## config.mk

```make
export PLATFORM = sky130hd
export DESIGN_NAME = controle_servo_rampa_flat
export DESIGN_NICKNAME = d
export VERILOG_FILES = /design/src/rtl/servo_pkg.sv /design/src/rtl/controle_servo_rampa_if.sv /design/src/rtl/contador_periodo.sv /design/src/rtl/controle_servo_rampa.sv /design/src/flat_wrapper.sv
export SDC_FILE = /design/constraint.sdc
export NUM_CORES = 1
export LEC_CHECK = 0
export CORE_MARGIN = 10
export CORE_UTILIZATION = 35
export DETAILED_ROUTE_END_ITERATION = 10
export HOLD_SLACK_MARGIN = 0.08
export PLACE_DENSITY_LB_ADDON = 0.2
export REMOVE_ABC_BUFFERS = 1
export SETUP_SLACK_MARGIN = 0.3
export SYNTH_ARGS = -nofsm -noshare
export SYNTH_HDL_FRONTEND = slang
export SYNTH_SLANG_ARGS = --single-unit
export TNS_END_PERCENT = 50
```

## constraint.sdc

```tcl
create_clock -name clock -period 5.57 [get_ports clock]
set_input_delay 0.8355 -clock clock [delete_from_list [all_inputs] [get_ports clock]]
set_output_delay 0.8355 -clock clock [all_outputs]
set_load 0.05 [all_outputs]
```

## src/rtl/servo_pkg.sv

```systemverilog
// Shared types and helpers for the ramped servo controller and the sonar timing logic.
package servo_pkg;

    typedef enum logic [1:0] {
        PARADO   = 2'b00,
        MOVENDO  = 2'b01,
        SUSPENSO = 2'b10
    } estado_t;

    // Default timing for a 50 MHz clock: 20 ms period, 1..2 ms pulse.
    localparam int PERIODO_PADRAO  = 1_000_000;
    localparam int LARG_MIN_PADRAO = 50_000;
    localparam int LARG_MAX_PADRAO = 100_000;
    localparam int N_POS_PADRAO    = 3;
    localparam int PASSO_PADRAO    = 2_500;

    function automatic int calc_alvo(int posicao, int larg_min, int larg_max, int n_pos);
        int delta;
        int alvo;
        delta = (larg_max - larg_min) / ((1 << n_pos) - 1);
        alvo  = larg_min + posicao * delta;
        return (alvo > larg_max) ? larg_max : alvo;
    endfunction

endpackage

```

## src/rtl/controle_servo_rampa_if.sv

```systemverilog
// Link between the sonar sweep FSM (master) and the servo controller (slave).
interface controle_servo_rampa_if #(
    parameter int N_POS = 3
);
    logic [N_POS-1:0] posicao;
    logic             atualiza;
    logic             habilita;
    logic             pronto;

    modport master (output posicao, output atualiza, output habilita, input pronto);
    modport slave  (input posicao, input atualiza, input habilita, output pronto);
endinterface

```

## src/rtl/contador_periodo.sv

```systemverilog
// Free-running 0..PERIODO-1 counter with a registered tick aligned to the last count.
module contador_periodo #(
    parameter  int PERIODO = 1_000_000,
    localparam int CW      = $clog2(PERIODO)
) (
    input  logic          clock,
    input  logic          reset,
    output logic [CW-1:0] contador,
    output logic          fim_periodo
);

    // NOTE: sequential state uses <= so every register samples pre-edge values; = here would race.
    always_ff @(posedge clock or negedge reset) begin
        if (!reset) begin
            contador    <= '0;
            fim_periodo <= 1'b0;
        end else begin
            contador    <= (contador == CW'(PERIODO - 1)) ? '0 : contador + CW'(1);
            // Decoded one count early so the registered tick is high while contador==PERIODO-1.
            fim_periodo <= (contador == CW'(PERIODO - 2));
        end
    end

endmodule

```

## src/rtl/controle_servo_rampa.sv

```systemverilog
// Servo PWM with linear position mapping and per-period slew limiting toward the target width.
module controle_servo_rampa
    import servo_pkg::*;
#(
    parameter  int PERIODO  = PERIODO_PADRAO,
    parameter  int LARG_MIN = LARG_MIN_PADRAO,
    parameter  int LARG_MAX = LARG_MAX_PADRAO,
    parameter  int N_POS    = N_POS_PADRAO,
    parameter  int PASSO    = PASSO_PADRAO,
    localparam int W        = $clog2(LARG_MAX + 1),
    localparam int CW       = $clog2(PERIODO)
) (
    input  logic                   clock,
    input  logic                   reset,
    controle_servo_rampa_if.slave  bus,
    output logic                   controle,
    output logic                   db_controle,
    output logic [W-1:0]           largura_atual,
    output logic [1:0]             db_estado
);

    // Only used when the remaining distance exceeds PASSO, so it always fits in W bits.
    localparam logic [W-1:0] PASSO_W = W'(PASSO);

    logic [CW-1:0] contador;
    logic          fim_periodo;
    logic [W-1:0]  alvo_reg;
    logic [W-1:0]  alvo_novo;
    logic [W-1:0]  diferenca;
    logic          iguais;
    logic          subir;
    logic          perto;
    logic          pronto;
    estado_t       estado;
    estado_t       estado_prox;

    contador_periodo #(.PERIODO(PERIODO)) u_contador (
        .clock       (clock),
        .reset       (reset),
        .contador    (contador),
        .fim_periodo (fim_periodo)
    );

    assign alvo_novo = W'(calc_alvo(int'(bus.posicao), LARG_MIN, LARG_MAX, N_POS));
    assign iguais    = (alvo_reg == largura_atual);
    assign subir     = (alvo_reg > largura_atual);
    assign diferenca = subir ? (alvo_reg - largura_atual) : (largura_atual - alvo_reg);
    assign perto     = (32'(diferenca) <= 32'(PASSO));

    always_ff @(posedge clock or negedge reset) begin
        if (!reset) begin
            estado <= PARADO;
        end else begin
            estado <= estado_prox;
        end
    end

    always_comb begin
        // NOTE: default first, so no path through the case leaves estado_prox unassigned (latch).
        estado_prox = estado;
        if (!bus.habilita) begin
            estado_prox = SUSPENSO;
        end else begin
            case (estado)
                PARADO:   if (!iguais) estado_prox = MOVENDO;
                MOVENDO:  if (fim_periodo && perto) estado_prox = PARADO;
                SUSPENSO: estado_prox = iguais ? PARADO : MOVENDO;
                default:  estado_prox = PARADO;
            endcase
        end
    end

    always_comb begin
        pronto = 1'b0;
        case (estado)
            PARADO:   pronto = 1'b1;
            SUSPENSO: pronto = iguais;
            default:  pronto = 1'b0;
        endcase
    end

    assign bus.pronto  = pronto;
    assign db_estado   = estado;
    assign db_controle = controle;

    // Width moves only at the period boundary, so each pulse is generated whole with one width.
    always_ff @(posedge clock or negedge reset) begin
        if (!reset) begin
            alvo_reg      <= W'(LARG_MIN);
            largura_atual <= W'(LARG_MIN);
            controle      <= 1'b0;
        end else begin
            if (bus.atualiza) begin
                alvo_reg <= alvo_novo;
            end
            if (estado == MOVENDO && bus.habilita && fim_periodo) begin
                if (perto) begin
                    largura_atual <= alvo_reg;
                end else if (subir) begin
                    largura_atual <= largura_atual + PASSO_W;
                end else begin
                    largura_atual <= largura_atual - PASSO_W;
                end
            end
            controle <= bus.habilita & (32'(contador) < 32'(largura_atual));
        end
    end

endmodule
```

## src/flat_wrapper.sv

```systemverilog
// flat-port wrapper written by rule: the top's interface ports become plain ports
module controle_servo_rampa_flat import servo_pkg::*;
#(
    parameter  int PERIODO  = PERIODO_PADRAO,
    parameter  int LARG_MIN = LARG_MIN_PADRAO,
    parameter  int LARG_MAX = LARG_MAX_PADRAO,
    parameter  int N_POS    = N_POS_PADRAO,
    parameter  int PASSO    = PASSO_PADRAO,
    localparam int W        = $clog2(LARG_MAX + 1),
    localparam int CW       = $clog2(PERIODO)
)
  (clock, reset, controle, db_controle, largura_atual, db_estado, bus_posicao, bus_atualiza, bus_habilita, bus_pronto);
  controle_servo_rampa_if #(.N_POS(N_POS)) bus_i ();
  input  logic clock;
  input  logic reset;
  output logic controle;
  output logic db_controle;
  output logic [W-1:0] largura_atual;
  output logic [1:0] db_estado;
  input wire logic [$bits(bus_i.posicao)-1:0] bus_posicao;
  input wire logic [$bits(bus_i.atualiza)-1:0] bus_atualiza;
  input wire logic [$bits(bus_i.habilita)-1:0] bus_habilita;
  output wire logic [$bits(bus_i.pronto)-1:0] bus_pronto;
  assign bus_i.posicao = bus_posicao;
  assign bus_i.atualiza = bus_atualiza;
  assign bus_i.habilita = bus_habilita;
  assign bus_pronto = bus_i.pronto;
  controle_servo_rampa #(.PERIODO(PERIODO), .LARG_MIN(LARG_MIN), .LARG_MAX(LARG_MAX), .N_POS(N_POS), .PASSO(PASSO)) u_core (.clock(clock), .reset(reset), .bus(bus_i), .controle(controle), .db_controle(db_controle), .largura_atual(largura_atual), .db_estado(db_estado));
endmodule
```

# After elaboration in Yosys (flattened, before gate mapping)
# Cells that the tools add are included.
op_classes:
  muxes: 11
  eq_ne: 7
  n_reduce_logical: 5
  bitwise: 1
  n_lt_le_gt_ge: 4
  add_sub_neg: 6
  multipliers: 1
op_table:
  columns: ["operator", "count"]
  rows:
  - ["two-way mux 17 bit", 4]
  - ["== test 20 bit, second input constant", 2]
  - ["subtractor 17 bit", 2]
  - ["greater-than comparator 32 x 18 -> 1 bit, second input constant", 1]
  - ["adder 20 x 1 -> 20 bit, second input constant", 1]
  - ["less-than comparator 20 x 17 -> 1 bit", 1]
  - ["two-way mux 20 bit", 1]
  - ["adder 16 x 16 -> 17 bit, first input constant", 1]
  - ["adder 17 x 12 -> 17 bit, second input constant", 1]
  - ["== test 17 bit", 1]
  - ["greater-than comparator 17 bit", 1]
  - ["<= comparator 17 x 12 -> 1 bit, second input constant", 1]
  - ["subtractor 17 x 12 -> 17 bit, second input constant", 1]
  - ["multiplier 3 x 12 -> 15 bit, second input constant", 1]
  - ["two-way mux 2 bit", 3]
  - ["one-hot mux 2 bit (3 select lines)", 1]
  - ["logical AND 1 bit", 3]
  - ["!= test 3 x 2 -> 1 bit, second input constant", 1]
  - ["!= test 3 bit, second input constant", 1]
  - ["== test 2 x 1 -> 1 bit, second input constant", 1]
  - ["== test 2 bit, second input constant", 1]
  - ["zero test 2 bit", 1]
  - ["one-hot mux 1 bit (2 select lines)", 1]
  - ["AND reduction 2 bit", 1]
  - ["2 further kinds", 2]
totals:
  elab_cells: 41
  input_bits: 7
  register_bits: 58

# Depth between registers and ports, before layout
logic_depth:
  ltp_word: 7
  mapped_depth: 21
  depth_no_buf: 20

# By module
# Synthesis repeated with hierarchy kept, for this count alone.
unflattened:
  hier_cells: 755
  area_unflattened_um2: 6337.3
modules_own_cells:
  columns: ["module", "instances", "cells_each", "seq_area_each_um2", "area_each_um2"]
  rows:
  - ["controle_servo_rampa", 1, 658, 890.9, 5326.4]
  - ["contador_periodo", 1, 97, 525.5, 1011.0]

# Worst setup path after synthesis
# Ideal clock, no wire load.
synth_timing:
  path_type: "flip-flop to flip-flop"
  startpoint: "register u_core.largura_atual[12]"
  endpoint: "register u_core.largura_atual[16]"
  path_stages_with_launch: 22
  t_required_ns: 5.483
  slack_ns: 0.781
  n_path_buf: 1
  arrival_ns: 4.703
  path_cell_list: "dfrtp_1 -> inv_1 -> ha_1 -> buf_2 -> and4_1 -> o2111a_1 -> a21bo_2 -> a21boi_2 -> nor2_4 -> fa_1 -> a21o_1 -> a21oi_1 -> nor2b_1 -> o21ai_0 -> a211o_1 -> a31oi_1 -> a21o_1 -> a21oi_1 -> xnor2_1 -> or3_1 -> a21o_1 -> o211ai_1"
synth_via:
  elab_chain_len: 4
synth_rtl:
  columns: ["element", "line_no", "source"]
  rows:
  - ["start, declared", "controle_servo_rampa.sv:18", "output logic [W-1:0] largura_atual,"]
  - ["start signal, assigned", "controle_servo_rampa.sv:90", "largura_atual <= W'(LARG_MIN);"]
  - ["start signal, assigned", "controle_servo_rampa.sv:98", "largura_atual <= alvo_reg;"]
  - ["start signal, assigned", "controle_servo_rampa.sv:100", "largura_atual <= largura_atual + PASSO_W;"]
  - ["subtractor 17 bit / greater-than comparator 17 bit (equally long branches)", "controle_servo_rampa.sv:47, controle_servo_rampa.sv:46", null]
  - ["two-way mux 17 bit", "controle_servo_rampa.sv:47", "assign diferenca = subir ? (alvo_reg - largura_atual) : (largura_atual - alvo_reg);"]
  - ["<= comparator 17 x 12 -> 1 bit", "controle_servo_rampa.sv:48", "assign perto = (32'(diferenca) <= 32'(PASSO));"]
  - ["two-way mux 17 bit *", "controle_servo_rampa.sv:97", "if (perto) begin"]
# Mark *: on every way between the ends. The rest lies on a longest branch, timed or not.
# A chain may end at the register's enable or synchronous reset.

# Final worst setup path
layout_timing:
  startpoint: "register u_core.largura_atual[4]"
  endpoint: "register u_core.largura_atual[5]"
# Same word-level chain as after synthesis.

==> flow_summary.toml <==
[hold_path]
hold_class = "flop to flop"

[logic_synthesis]
synthArstFlopShare = 1.00
ys.warnings.count = 0
netlist_instances = 720
synth_seq_cells = 56
ys_types = 69
synth_ff_type = "dfrtp_1"
synth.avg_cell_area_um2 = 8.27
yosysSeqAreaShare = 0.238
synth_edf_count = 0
syn_area_um2 = 5950

[flow_run]
drv_cap = 0

[floorplanning]
dieArea_um2 = 22600
die_h_um = 150
die_x_um = 150
initial_core_util = 0.358
core_um2 = 16600
std_cell_rows = 47
ioPinCount = 29

[timing]
worstMarginPinSlew_ns = 1.03
max_freq_mhz = 199
maxSlewViolCount = 0
min_period_ns = 5.03
tns_ns = 0
postLayoutSetupSlackWorst_ns = 0.539
finalSetupViolations = 0
period_share = 0.903
max-slew-margin-rel = 0.314
rsz0062_at_grt = "no"
skew_ns = 0.00368
hold_slack_ns = 0.502
hold_viol_final = 0

[detailed_routing]
wl_per_cell_um = 18.1
drc = 0
drtIter0Drc = 354
ant_nets = 0
first_pass_iters = 5
vias = 5239
wl_met1_um = 8020
viasPerCell = 5.49
wl_um = 17300
routed-wl-met2_um = 8250
top_layer = "met4"
wl_met3_um = 650

[final_layout]
final_core_util = 0.395
num-nets-final = 823
areaGrowthSynthToFinish_pct = 10.4
antenna_cells = 0
post_route_cells_drive_above_1_share = 0.0667
nFillCells = 1689
largest_register_ffs = 20

[setup_path]
cp.required_ns = 5.72
crit_path_start_kind = "flop"
crit_fanout = 21
cp-end-kind = "flop"
cp_data_arrival_time_ns = 5.18
path_class = "flop to flop"

[clock_tree]
numCtsBuffers = 5
tritoncts = "done"
cts_htree_levels = 2
clk_path_buf_depth = 2
clk_latency_ns = 0.30
postCtsHoldBufs = 0
cts.sinks = 56
path_clk_slew_ns = 0.08
clockRootBuffer = "clkbuf_16"

[placement]
numPortBuffers = 27
place_ws_ns = 0.351
post-dp-hpwl_um = 13900
gp_congestion = 0.958

[power]
peakVddDrop_mv = 0.168
p_leak_nw = 2.92
internal_power_mw = 1.23
swShare = 0.472
clkPwrFrac = 0.140
p_sw_mw = 1.10
cellPowerDensity_nw_per_um2 = 355
seqPwrFrac = 0.229
combPwrFrac = 0.631

[global_route]
gr-total-overflow = 0
antenna_found_initial = 0
grt_pass1_wl_um = 27500
grt_pass1_vias = 5089
grt_use_total = 0.152
grt_max_degree = 57

[run_status]
outcome = "finished, final reports clean"
[cell families after synthesis]
group / after synthesis / synth area share
and+or+nand+nor: 231 / 0.195
adders and majority gates: 82 / 0.177
AOI/OAI and AO/OA: 194 / 0.214
muxes: 18 / 0.0307
DFF: 56 / 0.238
xor gates and xnor gates: 57 / 0.0839
buffers and inverters: 81 / 0.0607
other: 1 / 0.000630
[path summary, 6_finish.rpt]
| kind | startpoint | endpoint | depth (start not counted) | slack, ns |
|---|---|---|---|---|
| setup / recovery | u_core.largura_atual[4] | u_core.largura_atual[5] | 15 | 0.54 |
| hold / removal | u_core.u_contador.contador[4] | u_core.u_contador.contador[4] | 1 | 0.50 |
| setup reg to reg | u_core.largura_atual[4] | u_core.largura_atual[5] | 15 | 0.54 |
| hold reg to reg | u_core.u_contador.contador[4] | u_core.u_contador.contador[4] | 1 | 0.50 |
| max in group asynchronous | reset | u_core.largura_atual[7] | 2 | 4.41 |
| min in group asynchronous | reset | u_core.controle | 2 | 0.67 |
[synthesized netlist by cell type, drive strengths merged, types with 4 or more instances]
library cell | n | area, µm²
xor2 | 20 | 175
clkbuf | 13 | 48.8
or2 | 4 | 25.0
o21a | 12 | 90.1
dfstp | 12 | 315
a31oi | 5 | 31.3
ha | 78 | 976
nor2 | 60 | 233
inv | 51 | 191
nand2b | 4 | 25.0
a21o | 19 | 143
o211a | 5 | 50.1
mux2i | 16 | 160
dfrtp | 44 | 1100
and4 | 4 | 35.0
xnor2 | 37 | 324
o21bai | 4 | 30.0
a21boi | 4 | 33.8
a211oi | 11 | 92.6
o21ai | 51 | 255
nor4 | 6 | 37.5
nand2 | 55 | 206
nand4 | 13 | 87.6
and2 | 5 | 33.8
fa | 4 | 80.1
o211ai | 7 | 52.6
nor2b | 11 | 68.8
buf | 17 | 121
nand3b | 4 | 30.0
nor3 | 14 | 70.1
and3 | 11 | 68.8
nand3 | 26 | 130
a21oi | 49 | 249
or3 | 5 | 31.3
[worst max-delay path, cell delays in order (launching register included)]
cell	delay [ns]
dfstp_2	0.59
inv_1	0.11
ha_1	0.47
nand4_1	0.25
or4_4	0.51
and2_4	0.26
a22o_1	0.26
a311oi_2	0.34
mux2_1	0.36
a31oi_1	0.12
or4b_1	0.48
or3_1	0.41
a21oi_2	0.18
buf_12	0.20
mux2i_1	0.22
o21ai_1	0.08
[cells in the final DEF (no fill, tap or decap), drive strengths merged, types with 13 or more instances in the layout]
| master | n |
|---|---|
| a21o | 19 |
| a21oi | 49 |
| clkdlybuf4s50 | 26 |
| dfrtp | 44 |
| ha | 78 |
| inv | 52 |
| mux2i | 16 |
| nand2 | 55 |
| nand3 | 26 |
| nand4 | 13 |
| nor2 | 60 |
| nor3 | 14 |
| o21ai | 51 |
| xnor2 | 37 |
| xor2 | 20 |
[timing repair]
item                       in CTS  in global routing
setup endpoints to repair       0                 16
resized for setup               0                  6
setup buffers                   0                  1
[metrics by stage]
stage          instance area (µm²)  total power, mW  cells
2_1_floorplan                 5780             1.59    690
3_5_place_dp                  6400             1.98    946
4_1_cts                       6550             2.32    954
5_1_grt                       6580             2.52    955
6_report                      6580             2.34    955
3_3_place_gp                  6400             1.98    946
[routing by layer]
metal | GRT usage | vias to the layer above
met3 | 0.0168 | 24
met5 | 0 | -
met4 | 0.0394 | 0
met1 | 0.197 | 2507
li1 | - | 2585
met2 | 0.262 | 123
[power by group through the flow]
| stage | logic [mW] | registers [mW] | clock network [mW] |
|---|---|---|---|
| 2_1_floorplan | 1.08 | 0.506 | 0 |
| 3_3_place_gp | 1.44 | 0.536 | 0 |
| 3_5_place_dp | 1.44 | 0.540 | 0 |
| 4_1_cts | 1.45 | 0.532 | 0.338 |
| 5_1_grt | 1.63 | 0.539 | 0.348 |
| 6_report | 1.47 | 0.535 | 0.328 |
[final cells by class]
class | instances | area (µm²) | area share
Tap cell | 220 | 275 | 0.0419
Clock buffer | 6 | 129 | 0.0196
Timing Repair Buffer | 37 | 353 | 0.0537
Multi-Input combinational cell | 583 | 4200 | 0.638
Clock inverter | 2 | 13.8 | 0.00209
Sequential cell | 56 | 1420 | 0.215
Inverter | 51 | 191 | 0.0291
(Power assumes the default switching activity.)
